File: src/rtl/vram_pkg.sv
// Shared constants and types for the framebuffer RAM scheduler.
// Framebuffer geometry defaults, scan region encoding and host requester ids.
package vram_pkg;

   localparam int unsigned DEF_H_ACTIVE = 640;
   localparam int unsigned DEF_V_ACTIVE = 480;
   localparam int unsigned DEF_SCALE    = 1;

   localparam int unsigned FB_W     = DEF_H_ACTIVE >> DEF_SCALE;
   localparam int unsigned FB_H     = DEF_V_ACTIVE >> DEF_SCALE;
   localparam int unsigned FB_WORDS = FB_W * FB_H;

   typedef enum logic [1:0] {VIS, HBL, VBL} region_t;

   // Bit position of each requester in the arbiter request/grant vectors.
   typedef enum logic {REQ_A = 1'b0, REQ_B = 1'b1} req_id_t;

endpackage

File: src/rtl/rr_arb2.sv
// Two-way round-robin arbiter: on a tie the requester that did not win last
// time is granted. The history only moves when a grant is actually issued.
module rr_arb2
   import vram_pkg::*;
(
   input  logic       ckVideo,
   input  logic       rstVideo_n,
   input  logic [1:0] req,
   input  logic       en,
   output logic [1:0] gnt
);

   req_id_t lastQ, lastD;

   always_comb begin
      gnt = 2'b00;
      if (en) begin
         unique case (req)
            2'b01:   gnt = 2'b01;
            2'b10:   gnt = 2'b10;
            2'b11:   gnt = (lastQ == REQ_B) ? 2'b01 : 2'b10;
            default: gnt = 2'b00;
         endcase
      end
   end

   always_comb begin
      lastD = lastQ;
      if (gnt[0]) begin
         lastD = REQ_A;
      end else if (gnt[1]) begin
         lastD = REQ_B;
      end
   end

   // Starts as B so that A wins the first tie after reset.
   always_ff @(posedge ckVideo or negedge rstVideo_n) begin
      if (!rstVideo_n) begin
         lastQ <= REQ_B;
      end else begin
         lastQ <= lastD;
      end
   end

endmodule

File: src/rtl/vram_arbiter.sv
// Single-port framebuffer RAM scheduler: display fetch owns fixed pixel slots,
// the CPU (A) and blitter (B) share every other cycle round-robin.
module vram_arbiter
   import vram_pkg::*;
#(
   parameter int unsigned DATA_W   = 12,
   parameter int unsigned ADDR_W   = 17,
   parameter int unsigned H_ACTIVE = DEF_H_ACTIVE,
   parameter int unsigned V_ACTIVE = DEF_V_ACTIVE,
   parameter int unsigned SCALE    = DEF_SCALE
) (
   input  logic              ckVideo,
   input  logic              rstVideo_n,
   input  logic [9:0]        adrHor,
   input  logic [9:0]        adrVer,
   input  logic              flgActiveVideo,
   input  logic              cfgVblankOnly,
   input  logic              aValid,
   input  logic              aWe,
   input  logic [ADDR_W-1:0] aAddr,
   input  logic [DATA_W-1:0] aWdata,
   output logic              aReady,
   output logic              aRspValid,
   input  logic              bValid,
   input  logic              bWe,
   input  logic [ADDR_W-1:0] bAddr,
   input  logic [DATA_W-1:0] bWdata,
   output logic              bReady,
   output logic              bRspValid,
   output logic [DATA_W-1:0] rspData,
   output logic              errOob,
   output logic [ADDR_W-1:0] ramAddr,
   output logic              ramWe,
   output logic [DATA_W-1:0] ramWdata,
   input  logic [DATA_W-1:0] ramRdata,
   output logic [DATA_W-1:0] pixData,
   output logic              frameStart
);

   localparam int unsigned FbW     = H_ACTIVE >> SCALE;
   localparam int unsigned FbH     = V_ACTIVE >> SCALE;
   localparam int unsigned FbWords = FbW * FbH;
   localparam logic [9:0]  SlotMask = 10'((1 << SCALE) - 1);

   // ---------------------------------------------------------------- region FSM
   region_t regionQ, regionD;
   logic    vBlank;

   assign vBlank = 32'(adrVer) >= V_ACTIVE;

   always_comb begin
      regionD = regionQ;
      unique case (regionQ)
         VIS: begin
            if (!flgActiveVideo) begin
               regionD = vBlank ? VBL : HBL;
            end
         end
         HBL: begin
            if (flgActiveVideo) begin
               regionD = VIS;
            end else if (vBlank) begin
               regionD = VBL;
            end
         end
         VBL: begin
            if (!vBlank) begin
               regionD = flgActiveVideo ? VIS : HBL;
            end
         end
         default: regionD = VIS;
      endcase
   end

   always_ff @(posedge ckVideo or negedge rstVideo_n) begin
      if (!rstVideo_n) begin
         regionQ <= VIS;
      end else begin
         regionQ <= regionD;
      end
   end

   // ---------------------------------------------------------------- slot decode
   logic              dispSlot;
   logic [ADDR_W-1:0] dispAddr;

   // Qualified by reset so that every combinational output reads 0 while held.
   assign dispSlot = rstVideo_n && flgActiveVideo && ((adrHor & SlotMask) == '0);
   assign dispAddr = ADDR_W'(adrVer >> SCALE) * ADDR_W'(FbW) + ADDR_W'(adrHor >> SCALE);

   // ---------------------------------------------------------------- host arbitration
   logic       wrOk;
   logic       aElig, bElig;
   logic [1:0] gnt;

   // Reads are never held off by the vblank-only write policy.
   assign wrOk  = !cfgVblankOnly || (regionD == VBL);
   assign aElig = aValid && (!aWe || wrOk);
   assign bElig = bValid && (!bWe || wrOk);

   rr_arb2 uArb (
      .ckVideo    (ckVideo),
      .rstVideo_n (rstVideo_n),
      .req        ({bElig, aElig}),
      .en         (rstVideo_n && !dispSlot),
      .gnt        (gnt)
   );

   assign aReady = gnt[0];
   assign bReady = gnt[1];

   logic              hostGnt;
   logic              hostWe;
   logic              hostOob;
   req_id_t           hostId;
   logic [ADDR_W-1:0] hostAddr;
   logic [DATA_W-1:0] hostWdata;

   assign hostGnt   = |gnt;
   assign hostId    = gnt[1] ? REQ_B : REQ_A;
   assign hostWe    = gnt[1] ? bWe : aWe;
   assign hostAddr  = gnt[1] ? bAddr : aAddr;
   assign hostWdata = gnt[1] ? bWdata : aWdata;
   assign hostOob   = hostGnt && (32'(hostAddr) >= FbWords);
   assign errOob    = hostOob;

   // ---------------------------------------------------------------- RAM port
   always_comb begin
      ramAddr  = '0;
      ramWe    = 1'b0;
      ramWdata = '0;
      if (dispSlot) begin
         ramAddr = dispAddr;
      end else if (hostGnt) begin
         ramAddr = hostAddr;
         if (hostWe) begin
            ramWe    = !hostOob;
            ramWdata = hostWdata;
         end
      end
   end

   // ---------------------------------------------------------------- return pipelines
   logic              rd1ValidQ, rd1OobQ;
   req_id_t           rd1IdQ, rspIdQ;
   logic              rspValidQ;
   logic [DATA_W-1:0] rspDataQ;
   logic              slot1Q, act1Q, act2Q;
   logic [DATA_W-1:0] pixQ;

   // Stage 1 waits out the RAM latency; stage 2 captures ramRdata.
   always_ff @(posedge ckVideo or negedge rstVideo_n) begin
      if (!rstVideo_n) begin
         rd1ValidQ <= 1'b0;
         rd1OobQ   <= 1'b0;
         rd1IdQ    <= REQ_A;
         rspValidQ <= 1'b0;
         rspIdQ    <= REQ_A;
         rspDataQ  <= '0;
         slot1Q    <= 1'b0;
         act1Q     <= 1'b0;
         act2Q     <= 1'b0;
         pixQ      <= '0;
      end else begin
         rd1ValidQ <= hostGnt && !hostWe;
         rd1OobQ   <= hostOob;
         rd1IdQ    <= hostId;
         rspValidQ <= rd1ValidQ;
         rspIdQ    <= rd1IdQ;
         rspDataQ  <= (rd1ValidQ && !rd1OobQ) ? ramRdata : '0;
         slot1Q    <= dispSlot;
         act1Q     <= flgActiveVideo;
         act2Q     <= act1Q;
         if (slot1Q) begin
            pixQ <= ramRdata;
         end
      end
   end

   assign aRspValid  = rspValidQ && (rspIdQ == REQ_A);
   assign bRspValid  = rspValidQ && (rspIdQ == REQ_B);
   assign rspData    = rspDataQ;
   assign pixData    = act2Q ? pixQ : '0;
   assign frameStart = rstVideo_n && (adrHor == '0) && (adrVer == '0);

endmodule

File: config.mk
export PLATFORM = sky130hd
export DESIGN_NAME = vram_arbiter
export DESIGN_NICKNAME = d
export VERILOG_FILES = /design/src/rtl/vram_pkg.sv /design/src/rtl/rr_arb2.sv /design/src/rtl/vram_arbiter.sv
export SDC_FILE = /design/constraint.sdc
export NUM_CORES = 1
export LEC_CHECK = 0
export ABC_AREA = 1
export CAP_MARGIN = 20
export CORE_MARGIN = 2
export CORE_UTILIZATION = 40
export CTS_CLUSTER_SIZE = 40
export DETAILED_ROUTE_END_ITERATION = 8
export PLACE_DENSITY = 0.92
export SETUP_SLACK_MARGIN = 0.15
export SLEW_MARGIN = 15
export SYNTH_ARGS = -nofsm -noshare
export SYNTH_HDL_FRONTEND = slang
export SYNTH_SLANG_ARGS = --single-unit
File: constraint.sdc
create_clock -name ckVideo -period 5.1 [get_ports ckVideo]
set_clock_uncertainty 0.1 [all_clocks]
set_input_delay 1.02 -clock ckVideo [delete_from_list [all_inputs] [get_ports ckVideo]]
set_output_delay 1.02 -clock ckVideo [all_outputs]
set_load 0.01 [all_outputs]
==> impl_summary.txt <==
----------------------------------------------------
[Clock tree]
  Deepest clock path buffer count ... 2
  Num CTS Buffers ... 5
  Worst skew pair latency ... about 0.28 ns
  Clock transition time at the flip-flop clock pins of the worst setup and hold paths ... 0.07 ns
  Post-cts hold buffer count ... 0
  Clock net sink count ... 35
  CTS tree ... built
  Clk root buf ... clkbuf_8
  Total number of H-tree levels ... 2

[STA]
  Post-route minimum period ... between 4 and 5 ns
  Setup slack after layout ... between 0.2 and 0.25 ns
  Slew HR ... between 50% and 60%
  Max Transition Viols Final ... 0
  Final setup violating endpoints ... 0
  Fmax achieved ... approximately 200 MHz
  Hold Violations, Final ... 0
  Unrepaired setup endpoints after global routing ... no
  Final Cycle Share ... 95.8%
  Slew at the pin with the worst max-slew slack ... ~0.64 ns

[Logic synthesis]
  Sequential cell area fraction in the yosys report ... between 30% and 40%
  Synthesized netlist net count ... between 400 and 500
  Ys async rst share ... between 90% and 100%
  Top FF cell, synth ... dfrtp_1
  Total of warnings raised by yosys ... 0
  Post-synth EDFFs ... 0
  Netlist area before placement ... 2620 um2
  Count of unique library cells instantiated by Yosys ... 37
  Synth Register Bits ... 35
  Syn Area/Cell ... 7.08 um2
  Cell count after synthesis ... 370

[Setup path]
  Max stage delay on crit path ... between 0.5 and 0.6 ns
  Cell chain of the critical path ... clkdlybuf4s50_1, ha_1, ha_4, a21oi_1, nand2_1, or2_2, nand2_1, nor2_2, buf_4, o22ai_1, clkdlybuf4s50_1
  Nature of the critical path endpoint ... primary output
  Reg-to-Reg Start ... regionQ[1]
  Critical Path RT ... 3.98 ns
  CP max FO ... 4
  Reg2Reg Setup Slack ... between 3 and 4 ns
  Critical path start-end classification ... in -> out
  Critical Path Start Type ... input pin
  Cell with the largest stage delay on the worst path ... clkdlybuf4s50_1
  Signal arrival time at the worst endpoint ... approximately 3.8 ns
  Path depth of the worst reg2reg path ... 12
  Reg2Reg Capture Point ... rd1OobQ

[Run status]
  Outcome ... finished, final reports clean

[Global routing]
  Global-route wire length before repair ... between 10 and 15 mm
  Total overflow reported by the global router ... 0
  Vias in the first global route ... a little under 3000
  GR Util All Layers ... a little under a quarter
  Pin count of the biggest net entering global routing ... 38
  Number of antenna violations at the first check in global routing ... 0

[Die]
  Std cell rows ... 29
  Number of ports placed on the die boundary ... between 150 and 200
  Die area ... slightly above 7000 um2
  Die width ... 84.9 um
  Floorplan Core Area ... roughly 6300 um2
  Initial cell density of the core ... 41.3%
  Height of the die ... 84.9 um

[Pwr]
  Max rail drop VDD ... roughly 170 uV
  Leakage power ... 2.21 nW
  Power Dens Cells ... approximately 210 nW/um2

[Detailed routing]
  Post-detailed-route wirelength per cell ... roughly 14 um
  Aggregate routed wire length ... between 8 and 9 mm
  Remaining antenna violation count ... 0
  First-pass detailed-route iteration total ... 4
  Detail-routed via count per cell ... roughly 5.0
  Total number of vias ... 3026
  DRC violation count after routing ... 0
  Initial detailed-routing violation count ... 73

[Flow run]
  Max-Cap Viols ... 0

[Final layout]
  Final core utilization ... between 70% and 80%
  Inserted Diodes ... 0
  Nets@finish ... 650
  Area growth, synth to finish ... 70.5%
  Fraction of final layout cells with drive strength greater than 1 ... a little over a tenth
  Final design area excluding fillers ... between 4000 and 5000 um2

[Placed design]
  Placed wire-length estimate after detailed placement ... roughly 7 mm
  Global placer's final weighted congestion ... a little over 0.9
  Placed inst area ... between 4000 and 5000 um2
  Count of buffers inserted at the top-level ports ... roughly 160
  Worst-case setup slack after placement ... -0.0270 ns

[Min path]
  Number of stages on the worst hold path ... 0
  Hold path startpoint ... act1Q
  End point of the worst hold path ... act2Q
  Hold/Removal Path Class ... reg -> reg

----------------------------------------------------
[metal layers]
metal	global-route usage, %	wire length (um)	vias up
met1	24.6	3200	1351
met2	44.5	4480	144
met5	0	0	-
met4	7.94	214	0
met3	5.16	680	20
li1	-	-	1511
[synthesized netlist by cell type, types with 2 or more instances]
cell type	count	area share (%)
o21ai_2	2	0.67
nor3_1	2	0.38
xor2_1	3	1.0
nand3_1	8	1.5
buf_2	5	0.95
inv_1	57	8.2
clkbuf_1	5	0.72
nor2_1	46	6.6
a21oi_1	23	4.4
xnor2_1	3	1.0
buf_6	2	0.86
dfrtp_1	34	32
nand2_1	91	13
o22ai_1	7	1.7
fa_1	2	1.5
nand2_2	5	1.2
nand4_1	4	0.95
a21oi_2	11	3.7
o21ai_0	22	4.2
nand3_2	2	0.76
ha_1	17	8.1
nor4_1	4	0.95
[cell usage in the layout, fill, tap and decap left out, types with 3 or more instances in the layout]
cell | netlist | routed
clkdlybuf4s50_1 | 0 | 148
nand2_1 | 91 | 91
inv_1 | 57 | 56
nor2_1 | 46 | 43
dfrtp_1 | 34 | 34
a21oi_1 | 23 | 23
o21ai_0 | 22 | 20
ha_1 | 17 | 16
a21oi_2 | 11 | 11
buf_4 | 0 | 9
nand3_1 | 8 | 8
o22ai_1 | 7 | 7
clkbuf_8 | 0 | 6
dlymetal6s2s_1 | 0 | 6
nand2_2 | 5 | 4
nand4_1 | 4 | 4
nor4_1 | 4 | 4
o21ai_2 | 2 | 3
xor2_1 | 3 | 3
nor2_2 | 1 | 3
[critical path, delay by kind of cell]
kind / cells / cell delay (ns)
buffers and inverters: 3 / 1.15
adder cells (fa/ha/maj): 2 / 0.63
AND/OR/NAND/NOR: 4 / 0.61
AO/OA/AOI/OAI: 2 / 0.35
[through the flow]
| step | std cells | hold slack, ns | power [mW] | TNS (ns) |
|---|---|---|---|---|
| after floorplan | 370 | 0.231 | 0.497 | 0 |
| after global placement | 601 | 0.232 | 0.689 | 0 |
| after detailed placement | 601 | 0.250 | 0.700 | -0.0305 |
| after CTS | 609 | 0.267 | 0.908 | 0 |
| after global routing | 610 | 0.275 | 0.967 | 0 |
| final | 610 | 0.257 | 0.916 | 0 |
[timing repair]
item                                    CTS  global route
gates resized for setup                   9            16
endpoints found under the setup margin    4            23
pin swaps                                 2             1
gates cloned                              0             0
buffers inserted                          1             1
[kinds of logic after synthesis]
family	Yosys count	synth area share [%]
compound gates	70	16.1
xor+xnor	6	2.01
fa+ha+maj	19	9.65
buf+inv	71	11.1
flops	35	33.5
simple gates	169	27.7
[power by group]
part	switching (mW)	internal (mW)	leakage, nW
clock network	0.0945	0.106	0.0470
registers	0.0154	0.305	0.432
logic	0.187	0.208	1.73
total	0.297	0.619	2.21
[how the worst max path moves through the flow]
stage,from,to,slack [ns],cells after the start
2_1_floorplan,adrVer[2],ramAddr[15],1.06,11
3_3_place_gp,adrVer[4],ramAddr[15],0.04,13
3_5_place_dp,adrVer[2],ramAddr[15],-0.03,13
4_1_cts,adrVer[2],ramAddr[16],0.15,14
5_1_grt,adrVer[4],ramAddr[12],0.06,11
6_report,adrVer[4],ramAddr[12],0.22,11
[cell type report]
type | count | area, um2
Multi-Input combinational cell | 264 | 1510
Sequential cell | 35 | 877
Timing Repair Buffer | 168 | 1670
Clock inverter | 1 | 5.00
Clock buffer | 6 | 82.6
Inverter | 59 | 224
Fill cell | 486 | 1880
Tap cell | 77 | 96.3
(Power assumes the default switching activity.)
